$ cat config.mk
export PLATFORM = sky130hd
export DESIGN_NAME = ppu_bbus_master
export DESIGN_NICKNAME = d
export VERILOG_FILES = /design/src/rtl/ppu_bbus_master.sv
export SDC_FILE = /design/constraint.sdc
export NUM_CORES = 1
export LEC_CHECK = 0
export ABC_AREA = 1
export BUFFER_PORTS_ARGS = -buffer_cell sky130_fd_sc_hd__buf_4
export CAP_MARGIN = 20
export CORE_UTILIZATION = 45
export CTS_CLUSTER_SIZE = 30
export DETAILED_ROUTE_END_ITERATION = 7
export PLACE_DENSITY_LB_ADDON = 0.15
export REMOVE_ABC_BUFFERS = 1
export SYNTH_ARGS = -nofsm -noshare
export SYNTH_HDL_FRONTEND = slang
export SYNTH_SLANG_ARGS = --single-unit
$ cat constraint.sdc
create_clock -name clock_i -period 2.24 [get_ports clock_i]
set_clock_uncertainty 0.2 [all_clocks]
set_input_delay 0.336 -clock clock_i [delete_from_list [all_inputs] [get_ports clock_i]]
set_output_delay 0.336 -clock clock_i [all_outputs]
set_load 0.005 [all_outputs]
$ cat src/rtl/ppu_bbus_master.sv
// -----------------------------------------------------------------------------
// ppu_bbus_master
//
// Sequences single B-Bus register transactions (PA address, PD data, /PARD,
// /PAWR) into PPU1/PPU2. A host issues one request at a time over a
// valid/ready handshake. Reads return their data as a one-cycle response pulse.
// The block also owns the PA/PD level-shifter direction controls and inserts a
// turnaround on PD whenever the data direction has to change.
//
// Transaction shape (each phase length is a parameter):
//   IDLE -> [TURN] -> SETUP -> STROBE -> HOLD -> IDLE
// TURN is present only when the PD direction has to flip.
//
// Optional feature:
//   `define PPU_BBUS_STATS_EN  -> stat_writes_o / stat_reads_o count completed
//                                 transactions (16-bit, wrapping).
//   undefined                  -> both ports read 0 and no counters exist.
//
// Ports:
//   clock_i        master clock (same clock that drives xin)
//   reset_i        synchronous, active-high reset
//   req_valid_i    request present
//   req_ready_o    request accepted when valid && ready
//   req_write_i    1 = write, 0 = read
//   req_addr_i     B-Bus register address ($21xx low byte)
//   req_data_i     write data
//   rsp_valid_o    one-cycle pulse carrying read data
//   rsp_data_o     read data, held until the next read completes
//   pa_o           PA bus
//   pd_out_o       PD drive value
//   pd_oe_o        FPGA PD output enable
//   pd_in_i        PD sampled value
//   pard_n_o       read strobe, active low
//   pawr_n_o       write strobe, active low
//   lvl_pa_dir_o   1 = FPGA drives PA
//   lvl_pd_dir_o   1 = FPGA drives PD
//   stat_writes_o  completed write count (optional)
//   stat_reads_o   completed read count (optional)
//
// All phase lengths must be at least 1 and at most 256 cycles (8-bit counter).
// -----------------------------------------------------------------------------
module ppu_bbus_master #(
    parameter int unsigned SETUP_CYCLES  = 2,
    parameter int unsigned STROBE_CYCLES = 4,
    parameter int unsigned HOLD_CYCLES   = 2,
    parameter int unsigned TURN_CYCLES   = 2
) (
    input  logic        clock_i,
    input  logic        reset_i,
    input  logic        req_valid_i,
    output logic        req_ready_o,
    input  logic        req_write_i,
    input  logic [7:0]  req_addr_i,
    input  logic [7:0]  req_data_i,
    output logic        rsp_valid_o,
    output logic [7:0]  rsp_data_o,
    output logic [7:0]  pa_o,
    output logic [7:0]  pd_out_o,
    output logic        pd_oe_o,
    input  logic [7:0]  pd_in_i,
    output logic        pard_n_o,
    output logic        pawr_n_o,
    output logic        lvl_pa_dir_o,
    output logic        lvl_pd_dir_o,
    output logic [15:0] stat_writes_o,
    output logic [15:0] stat_reads_o
);

    typedef enum logic [2:0] {
        ST_IDLE   = 3'd0,
        ST_TURN   = 3'd1,
        ST_SETUP  = 3'd2,
        ST_STROBE = 3'd3,
        ST_HOLD   = 3'd4
    } state_e;

    // Counter reload values: a phase of N cycles counts N-1 down to 0.
    localparam logic [7:0] TURN_LOAD   = 8'(TURN_CYCLES - 1);
    localparam logic [7:0] SETUP_LOAD  = 8'(SETUP_CYCLES - 1);
    localparam logic [7:0] STROBE_LOAD = 8'(STROBE_CYCLES - 1);
    localparam logic [7:0] HOLD_LOAD   = 8'(HOLD_CYCLES - 1);

    state_e      state_q,     state_d;
    logic [7:0]  cnt_q,       cnt_d;
    logic        wr_q,        wr_d;
    logic [7:0]  data_q,      data_d;
    logic [7:0]  pa_q,        pa_d;
    logic [7:0]  pd_out_q,    pd_out_d;
    logic        pd_oe_q,     pd_oe_d;
    logic        pard_n_q,    pard_n_d;
    logic        pawr_n_q,    pawr_n_d;
    logic        pa_dir_q;
    logic        pd_dir_q,    pd_dir_d;
    logic        ready_q,     ready_d;
    logic        rsp_valid_q, rsp_valid_d;
    logic [7:0]  rsp_data_q,  rsp_data_d;
    logic        cnt_zero_s;
    logic        accept_s;

    assign cnt_zero_s = (cnt_q == 8'd0);
    // ready_q is only ever high in IDLE, so this is the handshake.
    assign accept_s   = req_valid_i && ready_q;

    // Next-state and next-output logic. Every output is computed one cycle
    // ahead from the state being entered so that the pins come straight off
    // flops.
    always_comb begin
        state_d     = state_q;
        cnt_d       = cnt_q;
        wr_d        = wr_q;
        data_d      = data_q;
        pa_d        = pa_q;
        pd_out_d    = pd_out_q;
        pd_oe_d     = pd_oe_q;
        pard_n_d    = pard_n_q;
        pawr_n_d    = pawr_n_q;
        pd_dir_d    = pd_dir_q;
        ready_d     = 1'b0;
        rsp_valid_d = 1'b0;
        rsp_data_d  = rsp_data_q;

        case (state_q)
            ST_IDLE: begin
                if (accept_s) begin
                    wr_d   = req_write_i;
                    data_d = req_data_i;
                    pa_d   = req_addr_i;
                    // The PD direction must equal the transfer direction.
                    if (req_write_i != pd_dir_q) begin
                        state_d  = ST_TURN;
                        cnt_d    = TURN_LOAD;
                        pd_dir_d = req_write_i;
                        pd_oe_d  = 1'b0;
                    end else begin
                        state_d = ST_SETUP;
                        cnt_d   = SETUP_LOAD;
                        if (req_write_i) begin
                            pd_out_d = req_data_i;
                            pd_oe_d  = 1'b1;
                        end else begin
                            pd_oe_d  = 1'b0;
                        end
                    end
                end else begin
                    ready_d = 1'b1;
                end
            end

            ST_TURN: begin
                if (cnt_zero_s) begin
                    state_d = ST_SETUP;
                    cnt_d   = SETUP_LOAD;
                    if (wr_q) begin
                        pd_out_d = data_q;
                        pd_oe_d  = 1'b1;
                    end else begin
                        pd_oe_d  = 1'b0;
                    end
                end else begin
                    cnt_d = cnt_q - 8'd1;
                end
            end

            ST_SETUP: begin
                if (cnt_zero_s) begin
                    state_d  = ST_STROBE;
                    cnt_d    = STROBE_LOAD;
                    pawr_n_d = ~wr_q;
                    pard_n_d = wr_q;
                end else begin
                    cnt_d = cnt_q - 8'd1;
                end
            end

            ST_STROBE: begin
                if (cnt_zero_s) begin
                    state_d  = ST_HOLD;
                    cnt_d    = HOLD_LOAD;
                    pawr_n_d = 1'b1;
                    pard_n_d = 1'b1;
                    // Read data is sampled at the edge that releases /PARD.
                    if (!wr_q) begin
                        rsp_data_d  = pd_in_i;
                        rsp_valid_d = 1'b1;
                    end else begin
                        rsp_data_d  = rsp_data_q;
                    end
                end else begin
                    cnt_d = cnt_q - 8'd1;
                end
            end

            ST_HOLD: begin
                if (cnt_zero_s) begin
                    state_d = ST_IDLE;
                    cnt_d   = 8'd0;
                    pd_oe_d = 1'b0;
                    ready_d = 1'b1;
                end else begin
                    cnt_d = cnt_q - 8'd1;
                end
            end

            default: begin
                state_d  = ST_IDLE;
                cnt_d    = 8'd0;
                pd_oe_d  = 1'b0;
                pard_n_d = 1'b1;
                pawr_n_d = 1'b1;
            end
        endcase
    end

    // State, counter, latched request and all registered pins.
    always_ff @(posedge clock_i) begin
        if (reset_i) begin
            state_q     <= ST_IDLE;
            cnt_q       <= 8'd0;
            wr_q        <= 1'b0;
            data_q      <= 8'd0;
            pa_q        <= 8'd0;
            pd_out_q    <= 8'd0;
            pd_oe_q     <= 1'b0;
            pard_n_q    <= 1'b1;
            pawr_n_q    <= 1'b1;
            pa_dir_q    <= 1'b0;
            pd_dir_q    <= 1'b0;
            ready_q     <= 1'b0;
            rsp_valid_q <= 1'b0;
            rsp_data_q  <= 8'd0;
        end else begin
            state_q     <= state_d;
            cnt_q       <= cnt_d;
            wr_q        <= wr_d;
            data_q      <= data_d;
            pa_q        <= pa_d;
            pd_out_q    <= pd_out_d;
            pd_oe_q     <= pd_oe_d;
            pard_n_q    <= pard_n_d;
            pawr_n_q    <= pawr_n_d;
            pa_dir_q    <= 1'b1;
            pd_dir_q    <= pd_dir_d;
            ready_q     <= ready_d;
            rsp_valid_q <= rsp_valid_d;
            rsp_data_q  <= rsp_data_d;
        end
    end

    assign req_ready_o  = ready_q;
    assign rsp_valid_o  = rsp_valid_q;
    assign rsp_data_o   = rsp_data_q;
    assign pa_o         = pa_q;
    assign pd_out_o     = pd_out_q;
    assign pd_oe_o      = pd_oe_q;
    assign pard_n_o     = pard_n_q;
    assign pawr_n_o     = pawr_n_q;
    assign lvl_pa_dir_o = pa_dir_q;
    assign lvl_pd_dir_o = pd_dir_q;

`ifdef PPU_BBUS_STATS_EN
    logic [15:0] stat_writes_q;
    logic [15:0] stat_reads_q;
    logic        last_hold_s;

    // Completion is the last HOLD cycle; an aborted transaction never gets here.
    assign last_hold_s = (state_q == ST_HOLD) && cnt_zero_s;

    // Completed-transaction counters, wrapping at 16 bits.
    always_ff @(posedge clock_i) begin
        if (reset_i) begin
            stat_writes_q <= 16'd0;
            stat_reads_q  <= 16'd0;
        end else if (last_hold_s) begin
            if (wr_q) begin
                stat_writes_q <= stat_writes_q + 16'd1;
            end else begin
                stat_reads_q  <= stat_reads_q + 16'd1;
            end
        end else begin
            stat_writes_q <= stat_writes_q;
            stat_reads_q  <= stat_reads_q;
        end
    end

    assign stat_writes_o = stat_writes_q;
    assign stat_reads_o  = stat_reads_q;
`else
    assign stat_writes_o = 16'd0;
    assign stat_reads_o  = 16'd0;
`endif

endmodule
# Yosys cells after proc, flatten, opt, wreduce, memory -nomap -nowiden
# Cells that the tools add are included.
# classes
n_eq_ne,13
n_reduce_logical,15
mux,35
n_addsub,1
bitwise_logic,5
# ops
cell,n
2-to-1 mux 8 bit,9
case mux 8 bit (4 select lines),1
"inequality test 2 bit, second input constant",8
case mux 8 bit (2 select lines),1
2-to-1 mux 3 bit,5
case mux 3 bit (5 select lines),1
2-to-1 mux 1 bit,13
AND reduction 3 bit,3
zero test 8 bit,1
"subtractor 8 x 1 -> 8 bit, second input constant",1
"equality test 3 x 2 -> 1 bit, second input constant",2
case mux 1 bit (3 select lines),2
AND reduction 6 bit,1
OR reduction 3 bit,2
inverter 1 bit,5
AND reduction 5 bit,1
case mux 1 bit (4 select lines),1
AND reduction 4 bit,1
OR reduction 2 bit,2
"equality test 3 x 1 -> 1 bit, second input constant",1
"equality test 3 bit, second input constant",1
zero test 3 bit,1
2-to-1 mux 2 bit,1
case mux 1 bit (2 select lines),1
4 further kinds,4
# totals
register_bits,51
out_inout_bits,63

# Longest topological paths before layout
# Gate-level depths: netlist of the first run.
# logic_depth
word_depth,4
mapped_depth,10
depth_no_buf,9

# Least setup slack after synthesis of the first run
# Ideal clock, no wire load.
# synth_timing
kind,in2reg
start,input port req_write_i
end,"register pd_out_q[0], in the netlist pd_out_o[0]"
setup_slack_ps,639
setup_time_ps,113
arrival_time_ps,1288
required_ps,1927
stages,9
path_buffers,0
path_cell_list,ha_1 > inv_1 > nand3_1 > nand2_4 > inv_2 > nor2_4 > nand3_1 > nand2_1 > nor2_1
# synth_via
elab_chain_len,3
word_cells_on_any_way,4
classes_between,3 x eq/ne; 1 x reduce/logical
# synth_lines
element,line_no,text
start: declaration,52,"input logic req_write_i,"
inequality test 1 bit,129,if (req_write_i != pd_dir_q) begin
inequality test 2 bit (no source line),-,
AND reduction 6 bit (no source line) (*),-,
end signal: assignment,237,pd_out_q <= pd_out_d;
end: declaration,88,"logic [7:0] pd_out_q, pd_out_d;"
# Mark *: on every way between the ends. The rest lies on a longest branch, timed or not.
# A chain may end at the register's enable or synchronous reset.

# Final worst setup path of the first run
# layout_timing
start,register state_q[0]
end,"register pd_out_q[5], in the netlist pd_out_o[5]"
# layout_via
elab_chain_len,3
word_cells_on_any_way,10
classes_between,6 x eq/ne; 1 x mux; 3 x reduce/logical
# layout_lines
element,line_no,text
start: declaration,83,"state_e state_q, state_d;"
start signal: assignment,232,state_q <= state_d;
equality test 3 x 1 -> 1 bit / zero test 3 bit (equally long branches),122,case (state_q)
inequality test 2 bit (no source line) / nonzero test 2 bit (equally long branches),-,
AND reduction 6 bit (no source line),-,
# Several ways; a longest one is shown, not always the timed one.

==> flow_metrics.tcl, run 1 <==
set metrics [dict create \
    synthArstFlopShare_pct 0 \
    drv_cap 0 \
    place_congestion 0.885 \
    first_iter_violations 73 \
    powerDensity_nw_per_um2 1180 \
    ys_ff_latch 51 \
    drt-total-wl_microns 5060 \
    clock.fmax_mhz 557 \
    synth_area_leaders "dfxtp_1, buf_4, nor2_1, nand2_1, o21ai_0" \
    cts_max_path_buffers 2 \
    crit_type "reg2reg" \
    leakage_nw 1.53 \
    rows 27 \
    postCtsHoldBufs 0 \
    critPathArrivalTime_ns 1.80 \
    layout_common_cells "nor2_1, buf_4, nand2_1" \
    wl_per_cell_microns 10.2 \
    grt_max_degree 27 \
    htree_num_levels 2 \
    fin_crit_ns 1.79 \
    diodes 0 \
    postCtsResizedCells 0 \
    status "completed" \
    yosys_most_used_dff "dfxtp_1" \
    worstHoldPathType "in2reg" \
    tritoncts "yes" \
    overflow 0 \
    antenna_found_initial 0 \
    critPathRequiredTime_ns 2.25 \
    coreArea_sq_um 5570 \
    dr.pass1.iters 4 \
    dp_hpwl_microns 3850 \
    hold_viol_final 0 \
    cts-root-buf "clkbuf_8" \
    start_util_pct 47.3 \
    chipWidth_microns 78.5 \
    drive_above_1_share_pct 22.7 \
    final_common_cell "nor2_1" \
    tns_ns 0 \
    cts_buffers 5 \
    syn2layout_area_growth_pct 18.6 \
    irDropWorstVdd_v 0.000591 \
    insertion_delay_ns 0.30 \
    utilization_pct 56.0 \
    cts.reportedPaths.clkPinSlew_ns 0.10 \
    power_mw 3.69 \
    fin_nets 452 \
    place.port_buffers 58 \
    drtAntennaViolNets 0 \
    syn_area_sq_um 2630 \
    yosysSeqAreaShare_pct 38.8 \
    die_area_sq_um 6160 \
    grt_pass1_vias 2045 \
    ys_types 35 \
    period_share_pct 80.1 \
    synth_top_cell_by_area "dfxtp_1" \
    ys_warn_count 0 \
    grt.total_usage_pct 17.7 \
    startpoint_type "register" \
    syn-instance-count 364 \
    final_cells 495 \
    end_kind "register" \
    die_y_microns 78.5 \
    drc_errors 0 \
    viasPerCell 4.66 \
    synth_edf_count 0 \
    grt_pass1_wl_microns 8760 \
    rsz0062_at_grt "false" \
    cts_sinks 51 \
    cts_setup_buffers 0 \
    synth_area_per_cell_sq_um 7.24 \
    setup_viol 0 \
    dp.cells 487 \
    report.final.slew_viol_count 0 \
    io_pins 91 \
    vias 2305 \
    synth_top_area_share_pct 38.8 \
    cp_max_fo 20 \
]
-- synthesized netlist by cell type (2+ instances only) --
cell type / n
nor2_1: 64
nand2_1: 59
dfxtp_1: 51
o21ai_0: 36
inv_1: 34
buf_4: 32
a21oi_1: 22
nand3_1: 16
inv_2: 5
nor2_4: 4
buf_2: 3
nand2_2: 3
nand2_4: 3
nand3b_1: 3
nor2_2: 3
nor2_8: 3
nor3_1: 3
clkbuf_1: 2
ha_1: 2
-- worst max-delay path, stage by stage, from the launching register on --
cell,delay (ns)
dfxtp_1,0.42
inv_2,0.07
nor2_4,0.09
nand2_2,0.25
nand2_4,0.19
inv_2,0.05
nor2_4,0.20
nand3_1,0.11
nand2_1,0.07
nor2_1,0.04
-- sequential cells by signal, indices dropped and copies added (netlist names), 3 cells and up --
name and count:
data_q 8, state_q 3, cnt_q 8, pa_o 8
pd_out_o 8, rsp_data_o 8
-- where the power goes --
part	switching [mW]	internal, mW	leakage [nW]	total, mW
registers	0.138	1.13	0.416	1.27
clock network	0.316	0.339	0.0587	0.655
logic	1.11	0.662	1.06	1.77
-- kinds of logic (layout without fill, tap and decap cells) --
| group | Yosys count | in the layout | synth area share, % |
|---|---|---|---|
| AO/OA/AOI/OAI | 64 | 64 | 13.2 |
| XOR/XNOR | 1 | 1 | 0.333 |
| adder cells (fa/ha/maj) | 2 | 2 | 0.950 |
| buffers and inverters | 82 | 110 | 16.9 |
| flip-flops | 51 | 51 | 38.8 |
| other | 1 | 32 | 0.142 |
| AND/OR/NAND/NOR | 163 | 163 | 29.7 |
-- stage by stage --
step	worst slack (ns)	instance area, sq um	hold slack, ns
6_report	0.446	3120	0.0423
5_1_grt	0.247	3120	0.0309
4_1_cts	0.433	3120	0.0342
3_5_place_dp	0.391	3010	0.240
3_3_place_gp	0.405	3010	0.231
2_1_floorplan	0.616	2470	0.205
-- path summary, 6_finish.rpt --
| check | slack, ns | startpoint | cells past startpoint | end |
|---|---|---|---|---|
| max | 0.45 | state_q[0] | 9 | pd_out_o[5] |
| min | 0.04 | req_addr_i[0] | 3 | pa_o[0] |
| max reg2reg | 0.45 | state_q[0] | 9 | pd_out_o[5] |
| min reg2reg | 0.25 | data_q[5] | 2 | data_q[5] |
-- per-layer routing --
layer	vias up	track usage (%)	share of wire, %
met5	-	0	0
met4	0	4.44	1.1
met3	6	5.58	7.1
met2	74	29.7	47
met1	1026	21.7	45
li1	1199	-	-
-- layout make-up --
| class | count | area, sq um |
|---|---|---|
| inverters | 42 | 161 |
| repair buffers | 60 | 450 |
| flip-flops and latches | 51 | 1020 |
| well taps | 72 | 90.1 |
| clock buffers | 5 | 68.8 |
| multi-input cells | 262 | 1280 |
| fillers | 559 | 2450 |
| clock inverters | 3 | 47.5 |
Power figures use the tool's default switching activity.
==> inputs of run 2 (changes only) <==
--- a/config.mk
+++ b/config.mk
@@ -5,7 +5,7 @@
 export SDC_FILE = /design/constraint.sdc
 export NUM_CORES = 1
 export LEC_CHECK = 0
-export ABC_AREA = 1
+export ABC_AREA = 0
 export BUFFER_PORTS_ARGS = -buffer_cell sky130_fd_sc_hd__buf_4
 export CAP_MARGIN = 20
 export CORE_UTILIZATION = 45
==> constraint.sdc (replaced) <==
create_clock -name clock_i -period 1.7 [get_ports clock_i]
set_clock_uncertainty 0.2 [all_clocks]
set_input_delay 0.255 -clock clock_i [delete_from_list [all_inputs] [get_ports clock_i]]
set_output_delay 0.255 -clock clock_i [all_outputs]
set_load 0.005 [all_outputs]
==> flow_metrics.tcl, run 2 <==
set metrics [dict create \
    regToRegSetupSlack_ns -0.07 \
    seq_area_sq_um 1030 \
    irDropWorstVdd_v 0.000697 \
    end_kind "register" \
    chipWidth_microns 77.6 \
    dp_hpwl_microns 4230 \
    leakage_nw 1.73 \
    grt_pass1_vias 2189 \
    cts_max_path_buffers 2 \
    fillers 433 \
    synth_top_area_share_pct 39.7 \
    vias 2466 \
    dr.pass1.iters 4 \
    synth_area_leaders "dfxtp_1, buf_4, mux2i_1, nand2_1, a21oi_1" \
    ys_ff_latch 51 \
    period_share_pct 104 \
    multi_input_area_sq_um 1470 \
    yosysSeqAreaShare_pct 39.7 \
    syn2layout_area_growth_pct 51.1 \
    drc_errors 0 \
    htree_num_levels 2 \
    layout_common_cells "buf_4, dfxtp_1, nand2_1" \
    tritoncts "yes" \
    rsz0062_at_grt "true" \
    wl_per_cell_microns 13.9 \
    path_cells "buf_6, or4_1, or3_4, o311ai_1" \
    yosys-top-cells-count "dfxtp_1, nand2_1, buf_4" \
    place.port_buffers 58 \
    start_util_pct 46.7 \
    die_area_sq_um 6020 \
    critPathRequiredTime_ns 1.70 \
    setup.worst_path.start "state_q[1]" \
    rows 27 \
    failed_checks "negative setup slack" \
    fin_crit_ns 1.77 \
    setup_viol 6 \
    reg2reg_from "state_q[1]" \
    hold_start "req_data_i[5]" \
    syn-instance-count 289 \
    grt.total_usage_pct 21.7 \
    crit_cells 4 \
    cts-root-buf "clkbuf_8" \
    cpMaxStageDelayCell "or4_1" \
    report.final.slew_viol_count 0 \
    viasPerCell 5.07 \
    startpoint_type "register" \
    grt_max_degree 49 \
    cts_sinks 51 \
    diodes 0 \
    syn_area_sq_um 2570 \
    drv_cap 0 \
    drive_above_1_share_pct 39.4 \
    overflow 0 \
    io_pins 91 \
    synth.most_common_cell "dfxtp_1" \
    critPathArrivalTime_ns 1.77 \
    pre_cts_ws_ns -0.212 \
    yosys_most_used_dff "dfxtp_1" \
    insertion_delay_ns 0.30 \
    tns_ns -0.232 \
    dp.cells 447 \
    drt-total-wl_microns 6760 \
    hold_viol_final 0 \
    hold_depth 3 \
    utilization_pct 70.6 \
    place_congestion 0.877 \
    first_iter_violations 142 \
    ys_types 48 \
    cts.reportedPaths.clkPinSlew_ns 0.09 \
    antenna_found_initial 0 \
    synth_top_cell_by_area "dfxtp_1" \
    powerDensity_nw_per_um2 1430 \
    timing.critical_path.buf_inv 1 \
    coreArea_sq_um 5510 \
    crit_path_end "pd_oe_o" \
    path_delay_family "simple AND/OR/NAND/NOR gates" \
    fin_nets 444 \
    synth_edf_count 0 \
    crit_type "reg2reg" \
    die_y_microns 77.6 \
    r2r_cells 4 \
    final_cells 486 \
    cts_buffers 5 \
    grt_pass1_wl_microns 10400 \
    status "complete, but fails checks" \
    fin_ws_ns -0.0715 \
    power_mw 5.57 \
    r2r-end "pd_oe_o" \
    final_common_cell "buf_4" \
    cp_max_fo 4 \
    synth_area_per_cell_sq_um 8.90 \
    cpPeakStageDelay_ns 0.52 \
    worstHoldPathType "in2reg" \
    ys_warn_count 0 \
    synthArstFlopShare_pct 0 \
    clock.fmax_mhz 565 \
    drtAntennaViolNets 0 \
]
run 2: area by class of cell:
| cell class | instances | share of cell area, % |
|---|---|---|
| tap | 72 | 2.32 |
| sequential | 51 | 26.6 |
| inverter | 7 | 0.676 |
| multi-input combinational | 213 | 37.8 |
| timing repair buffer | 136 | 29.9 |
| clock inverter | 1 | 0.773 |
| clock buffer | 6 | 1.87 |
run 2: cells by family (layout without fill, tap and decap cells):
| family | after synthesis | in the layout | synth area share (%) |
|---|---|---|---|
| AND/OR/NAND/NOR | 106 | 106 | 21.8 |
| buffers and inverters | 56 | 150 | 13.8 |
| flip-flops | 51 | 51 | 39.7 |
| AO/OA/AOI/OAI | 48 | 48 | 14.3 |
| multiplexers | 18 | 18 | 7.01 |
| XOR/XNOR | 7 | 7 | 2.38 |
| adder cells (fa/ha/maj) | 2 | 2 | 0.973 |
| other | 1 | 32 | 0.146 |
run 2: power breakdown:
| part | leakage (nW) | total, mW | internal [mW] | switching (mW) |
|---|---|---|---|---|
| Combinational | 1.26 | 3.18 | 1.69 | 1.49 |
| Clock | 0.0513 | 0.824 | 0.432 | 0.392 |
| Sequential | 0.418 | 1.57 | 1.40 | 0.172 |
| Total | 1.73 | 5.57 | 3.52 | 2.05 |
run 2: worst min-delay path by stage:
| stage | to | slack, ns |
|---|---|---|
| 2_1_floorplan | cnt_q[0] | 0.12 |
| 3_3_place_gp | data_q[7] | 0.24 |
| 3_5_place_dp | pa_o[3] | 0.25 |
| 4_1_cts | data_q[4] | 0.002 |
| 5_1_grt | data_q[5] | 0.04 |
| 6_report | data_q[5] | 0.02 |
run 2: timing repair:
action | CTS | global route
hold buffers | 22 | 1
resized for setup | 32 | 23
setup buffers | 6 | 3
setup endpoints to repair | 26 | 49
cloned | 0 | 1
hold endpoints to repair | 22 | 1
pin swaps | 9 | 17
run 2: worst register-to-register path, delay by kind of cell, from the launching register on:
family | cells | cell delay (ns)
AND/OR/NAND/NOR | 2 | 0.90
buffers and inverters | 1 | 0.12
flip-flops | 1 | 0.37
AO/OA/AOI/OAI | 1 | 0.08
run 2: routing by layer:
layer / vias to the layer above / part of all wire, % / track usage, %
met3: 10 / 5.3 / 3.41
li1: 1206 / - / -
met1: 1155 / 43 / 28.5
met2: 95 / 50 / 36.7
met5: - / 0 / 0
met4: 0 / 1.7 / 6.23
run 2: through the flow:
| stage | instance area [sq um] | hold WS, ns |
|---|---|---|
| after floorplan | 2360 | 0.124 |
| after global placement | 3270 | 0.241 |
| after detailed placement | 3270 | 0.248 |
| after CTS | 3720 | 0.00205 |
| after global routing | 3890 | 0.0366 |
| final | 3890 | 0.0219 |
==> inputs of run 3 (changes only) <==
--- a/config.mk
+++ b/config.mk
@@ -8,7 +8,7 @@
 export ABC_AREA = 0
 export BUFFER_PORTS_ARGS = -buffer_cell sky130_fd_sc_hd__buf_4
 export CAP_MARGIN = 20
-export CORE_UTILIZATION = 45
+export CORE_UTILIZATION = 50
 export CTS_CLUSTER_SIZE = 30
 export DETAILED_ROUTE_END_ITERATION = 7
 export PLACE_DENSITY_LB_ADDON = 0.15
@@ -16,3 +16,4 @@
 export SYNTH_ARGS = -nofsm -noshare
 export SYNTH_HDL_FRONTEND = slang
 export SYNTH_SLANG_ARGS = --single-unit
+export TNS_END_PERCENT = 5
==> flow_metrics.tcl, run 3 (synthesized netlist as in run 2, its figures left out) <==
set metrics [dict create \
    grt_pass1_vias 2226 \
    wl_per_cell_microns 14.1 \
    report.final.slew_viol_count 0 \
    overflow 0 \
    viasPerCell 5.13 \
    drc_errors 0 \
    drive_above_1_share_pct 36.8 \
    chipWidth_microns 73.7 \
    critPathRequiredTime_ns 1.73 \
    diodes 0 \
    place.port_buffers 58 \
    cts-root-buf "clkbuf_8" \
    end_kind "register" \
    dp_hpwl_microns 4200 \
    vias 2437 \
    die_area_sq_um 5430 \
    irDropWorstVdd_v 0.000906 \
    leakage_nw 1.67 \
    critPathArrivalTime_ns 1.80 \
    worstHoldPathType "in2reg" \
    regToRegSetupSlack_ns -0.07 \
    drt-total-wl_microns 6700 \
    final_common_cell "buf_4" \
    cts_buffers 5 \
    fin_nets 437 \
    dr.pass1.iters 4 \
    tritoncts "yes" \
    powerDensity_nw_per_um2 1410 \
    htree_num_levels 2 \
    io_pins 91 \
    pre_cts_ws_ns -0.232 \
    grt_max_degree 49 \
    fin_ws_ns -0.0723 \
    crit_type "reg2reg" \
    drtAntennaViolNets 0 \
    grt.total_usage_pct 25.6 \
    syn2layout_area_growth_pct 47.1 \
    tns_ns -0.414 \
    insertion_delay_ns 0.31 \
    clock.fmax_mhz 564 \
    setup_viol 13 \
    cts_max_path_buffers 2 \
    cp_max_fo 9 \
    drv_cap 0 \
    startpoint_type "register" \
    status "complete, but fails checks" \
    power_mw 5.34 \
    die_y_microns 73.7 \
    antenna_found_initial 0 \
    fin_crit_ns 1.77 \
    failed_checks "negative setup slack" \
    cts.reportedPaths.clkPinSlew_ns 0.09 \
    layout_common_cells "buf_4, dfxtp_1, nand2_1" \
    grt_pass1_wl_microns 10400 \
    whs_ns 0.100 \
    period_share_pct 104 \
    place_congestion 0.865 \
    cts_sinks 51 \
    rsz0062_at_grt "true" \
    coreArea_sq_um 4850 \
    first_iter_violations 111 \
    hold_viol_final 0 \
    start_util_pct 53.0 \
    fillers 345 \
    rows 25 \
]
## run 3: layout make-up
class / instances / area, sq um / area share (%)
flip-flops and latches: 51 / 1030 / 27.2
repair buffers: 129 / 1090 / 28.8
clock inverters: 3 / 43.8 / 1.16
inverters: 7 / 26.3 / 0.695
multi-input cells: 213 / 1440 / 38.1
well taps: 67 / 83.8 / 2.22
clock buffers: 5 / 68.8 / 1.82
## run 3: final timing paths
path,from,end,depth (start not counted)
hold reg to reg,pa_o[6],pa_o[6],2
hold / removal,req_write_i,lvl_pd_dir_o,4
setup / recovery,state_q[1],cnt_q[4],6
setup reg to reg,state_q[1],cnt_q[4],6
## run 3: routing by layer
| layer | part of all wire [%] | global-route usage [%] | up-vias |
|---|---|---|---|
| met1 | 42 | 31.0 | 1132 |
| met2 | 51 | 43.5 | 101 |
| met5 | 0 | 0 | - |
| li1 | - | - | 1186 |
| met4 | 2.1 | 10.0 | 0 |
| met3 | 5.5 | 6.31 | 18 |
## run 3: power by group
part           switching, mW  leakage [nW]  internal (mW)
clock network          0.425        0.0581          0.439
registers              0.186         0.416           1.40
logic                   1.42          1.20           1.47
## run 3: through the flow
| step | utilization [%] | std cells | cell area [sq um] |
|---|---|---|---|
| global route | 78.0 | 475 | 3780 |
| global placement | 66.8 | 439 | 3240 |
| floorplan | - | 271 | 2360 |
| CTS | 75.7 | 473 | 3670 |
| finish | 78.0 | 475 | 3780 |
| detailed placement | 66.8 | 439 | 3240 |
## run 3: critical path, cell delays in order, from the launching register on
cell and delay, ns:
dfxtp_2 0.39, buf_4 0.19, a2111oi_4 0.34, buf_4 0.18
a21oi_4 0.05, buf_6 0.14, nor3_1 0.19
## run 3: timing repair
item                                    in CTS  in global routing
gates resized for setup                     18                 22
hold buffers                                24                  0
buffers inserted                             2                  2
hold endpoints to repair                    24                  0
pin swaps                                    6                 13
endpoints found under the setup margin      31                 31
